**src/rtl/fifo_types.sv**
```systemverilog
// rtl/fifo_types.sv - shared widths and serializer state encoding for the FIFO datapath
package fifo_types;

  localparam int width_p       = 32;
  localparam int chunk_width_p = 8;

  typedef enum logic {IDLE, SEND} ser_state_e;

endpackage

```
**src/rtl/word_serializer.sv**
```systemverilog
// rtl/word_serializer.sv - drains FIFO words (valid/yumi) and emits LSB-first chunks (valid/ready/last)
module word_serializer
  import fifo_types::*;
#(
  parameter int word_width_p  = fifo_types::width_p,
  parameter int chunk_width_p = fifo_types::chunk_width_p
) (
  input  logic                     clk_i,
  input  logic                     reset_n_i,
  input  logic                     valid_i,
  input  logic [word_width_p-1:0]  data_i,
  output logic                     yumi_o,
  output logic                     valid_o,
  output logic [chunk_width_p-1:0] data_o,
  output logic                     last_o,
  input  logic                     ready_i
);

  localparam int chunks_p     = word_width_p / chunk_width_p;
  localparam int cnt_width_lp = (chunks_p > 2) ? $clog2(chunks_p) : 1;
  localparam logic [cnt_width_lp-1:0] last_cnt_lp = cnt_width_lp'(chunks_p - 1);

  ser_state_e               state_r, state_n;
  logic [word_width_p-1:0]  shift_r, shift_n;
  logic [cnt_width_lp-1:0]  cnt_r, cnt_n;

  assign valid_o = (state_r == SEND);
  assign data_o  = shift_r[chunk_width_p-1:0];
  assign last_o  = valid_o & (cnt_r == last_cnt_lp);

  // Gated by reset so the producer never sees a consume while we are held in reset.
  assign yumi_o = reset_n_i & valid_i &
                  ((state_r == IDLE) | ((state_r == SEND) & last_o & ready_i));

  always_ff @(posedge clk_i or negedge reset_n_i) begin
    if (!reset_n_i) begin
      state_r <= IDLE;
      shift_r <= '0;
      cnt_r   <= '0;
    end else begin
      state_r <= state_n;
      shift_r <= shift_n;
      cnt_r   <= cnt_n;
    end
  end

  always_comb begin
    state_n = state_r;
    shift_n = shift_r;
    cnt_n   = cnt_r;
    if (yumi_o) begin
      shift_n = data_i;
      cnt_n   = '0;
      state_n = SEND;
    end else if ((state_r == SEND) && ready_i) begin
      if (last_o) begin
        state_n = IDLE;
        cnt_n   = '0;
      end else begin
        shift_n = shift_r >> chunk_width_p;
        cnt_n   = cnt_r + 1'b1;
      end
    end
  end

endmodule
```
**config.mk**
```make
export PLATFORM = sky130hd
export DESIGN_NAME = word_serializer
export DESIGN_NICKNAME = d
export VERILOG_FILES = /design/src/rtl/fifo_types.sv /design/src/rtl/word_serializer.sv
export SDC_FILE = /design/constraint.sdc
export NUM_CORES = 1
export LEC_CHECK = 0
export ABC_CLOCK_PERIOD_IN_PS = 2000
export CELL_PAD_IN_SITES_DETAIL_PLACEMENT = 1
export CELL_PAD_IN_SITES_GLOBAL_PLACEMENT = 2
export CORE_AREA = 2 2 82 84
export DETAILED_ROUTE_END_ITERATION = 7
export DIE_AREA = 0 0 84 86
export GPL_TIMING_DRIVEN = 1
export HOLD_SLACK_MARGIN = 0.1
export PLACE_DENSITY = 0.84
export SYNTH_ARGS = -nofsm -noshare
export SYNTH_HDL_FRONTEND = slang
export SYNTH_SLANG_ARGS = --single-unit
```
**constraint.sdc**
```tcl
create_clock -name clk_i -period 2 [get_ports clk_i]
set_input_delay 0.6 -clock clk_i [delete_from_list [all_inputs] [get_ports clk_i]]
set_output_delay 0.6 -clock clk_i [all_outputs]
set_load 0.05 [all_outputs]
```
==> results.yml <==
outcome:
  outcome: "finished clean"
critical_path:
  max_stage_delay_ps: 420
  r2r-end: "shift_r[5]"
  r2r_setup_slack_ps: 310
  cp_cell_sequence: "ha_4 > a21bo_4 > nand2_8 > inv_8 > buf_12"
  critPathMaxFanout: 4
  required_ps: 1400
  r2r_cells: 8
  reg2reg_from: "cnt_r[0]"
  path_class: "reg -> out"
  cp-end-kind: "output pin"
  cp-start-kind: "flop"
  crit_slowest_cell: "dfrtp_1"
  arrival_ps: 1380
clock_tree:
  cts-root-buf: "clkbuf_8"
  clockBufferDepth: 2
  htreeDepth: 2
  ctsHoldBuffers: 0
  clk_pin_slew_ps: 70
  cts_tree: "done"
  cts_inserted_buffers: 5
  clk-insertion-delay-late_ps: 290
  cts_sinks: 35
timing:
  max_freq_mhz: 506
  timing.final.crit_share: 0.988
  setup_viol: 0
  rsz0062_at_grt: "true"
  drv_slew: 0
  whs_ps: 375
  fin_skew_ps: 4.67
  period_minus_slack_ps: 1980
  worst_slew_pin_slew_ps: 470
  relSlewSlack: 0.686
  setup_ws_ps: 24.3
  finalSetupTns_ps: 0
  hold_violations: 0
detailed_routing:
  drt_wl_total_um: 4310
  route.detailed.drc: 0
  avgRoutedWirePerCell_um: 14.2
  via_per_inst: 4.48
  drt_iter0_markers: 85
  drt.antenna.violating_nets: 0
  via_count: 1356
  drtPass1Iterations: 7
die:
  die_x_um: 84
  core_region_area_sq_um: 6280
  fp.dieArea_sq_um: 7220
  die_h_um: 86
  io_pins: 47
  start_util: 0.295
  rows: 29
synth:
  ys.warnings.count: 0
  synthMuxAreaShare: 0.00540
  synth-seq-cells: 35
  ys_seq_area_frac: 0.472
  syn_nets: 215
  yosys.area.top_type: "dfrtp_1"
  synth-simple-area-share: 0.137
  ys_top_cells_by_count: "a21oi_2 (42), dfrtp_1 (35), nand2_1 (28)"
  syn_area_per_cell_sq_um: 10.4
  synth_top_cell_area_share: 0.472
  synth_top_family_by_area: "compound AO/OA/AOI/OAI gates"
  synth.most_common_cell: "a21oi_2"
  synth_compound_area_frac: 0.287
  syn_inst: 178
  ys_types: 25
  yosys-top-cells-area: "dfrtp_1 (47%), a21oi_2 (20%), nand2_1 (5.7%)"
  synth_fa_ha_area_frac: 0.00675
  synth-edff-count: 0
  synth_xor_area_frac: 0
  syn_area_sq_um: 1850
  ys_async_sr_fraction: 1.00
  synth_ff_type: "dfrtp_1"
flow_run:
  drv_cap: 0
placed_design:
  place_hpwl_um: 2950
  place_ws_ps: -151
  port_buffers: 46
  place.gp.congestion: 0.669
min_path:
  hp-class: "in -> async"
layout:
  fillers: 731
  final_layout_size_suffix_gt1_frac: 0.363
  fin_nets: 263
  diodes: 0
  syn_to_final_growth_pct: 33.9
  final_core_util: 0.395
pwr:
  peakVddDrop_v: 0.000503
  p_leak_nw: 1.04
  power_density_nw_per_um2: 1590
global_route:
  grt.total_usage: 0.130
  overflow: 0
  grt_max_degree: 37
  grt_pass1_wl_um: 7300
  grt_pass1_vias: 1478
  antenna_found_initial: 0
==> critical path: cells and delay by family (launching register included) <==
kind / cells / cell delay, ps
and+or+nand+nor: 1 / 80
DFF: 1 / 420
AOI/OAI and AO/OA: 1 / 230
buffers and inverters: 2 / 170
adders and majority gates: 1 / 190
==> power by group <==
part | total (mW) | switching [mW] | internal, mW
Clock | 0.519 | 0.249 | 0.270
Sequential | 1.23 | 0.193 | 1.03
Combinational | 2.21 | 1.27 | 0.946
==> kinds of logic after synthesis <==
group,after synthesis
flops,35
mux,1
simple gates,59
buf+inv,20
compound gates,62
fa+ha+maj,1
==> metal layers <==
metal  track usage  share of wire  up-vias
met4        0.0528          0.018        0
met2         0.221           0.49       30
li1              -              -      688
met3        0.0308          0.037        6
met1         0.159           0.45      632
met5             0              0        -
==> through the flow <==
| step | cells | instance area, sq um | power, mW |
|---|---|---|---|
| global placement | 292 | 2350 | 3.34 |
| detailed placement | 292 | 2350 | 3.41 |
| global route | 303 | 2480 | 4.28 |
| CTS | 302 | 2470 | 4.01 |
| finish | 303 | 2480 | 3.96 |
| floorplan | 178 | 1850 | 2.90 |
==> layout by cell type (no fill, tap or decap), types with 2 or more instances in the layout <==
master and count:
clkdlybuf4s50_1 32, clkbuf_8 6, nor2_1 25, buf_4 19, a21oi_1 7, buf_12 5, dlygate4sd2_1 2, a22o_1 8
dfrtp_1 35, nand2_1 28, a21oi_2 42
==> timing repair <==
item,4_1_cts,5_1_grt
resized for setup,5,0
setup endpoints to repair,1,1
setup buffers,3,1
pin swaps,4,1
==> cell type report <==
cell class / count / area, sq um / area share
clock buffers: 6 / 82.6 / 0.0333
clock inverters: 1 / 5.00 / 0.00202
inverters: 2 / 15.0 / 0.00605
multi-input cells: 123 / 822 / 0.331
flip-flops and latches: 35 / 876 / 0.353
well taps: 77 / 96.3 / 0.0388
repair buffers: 59 / 586 / 0.236
==> how the worst max path moves through the flow <==
stage | from | end | cells after the start | slack, ps
after floorplan | valid_o | yumi_o | 4 | 120
after global placement | ready_i | yumi_o | 5 | -140
after detailed placement | ready_i | yumi_o | 5 | -150
after CTS | cnt_r[1] | yumi_o | 5 | 5
after global routing | cnt_r[0] | yumi_o | 5 | -20
final | cnt_r[0] | yumi_o | 5 | 20
==> state kept, by name, summed over array words and instances, names as in the netlist <==
name	count
cnt_r	2
valid_o	1
shift_r	32
(Power assumes the default switching activity.)
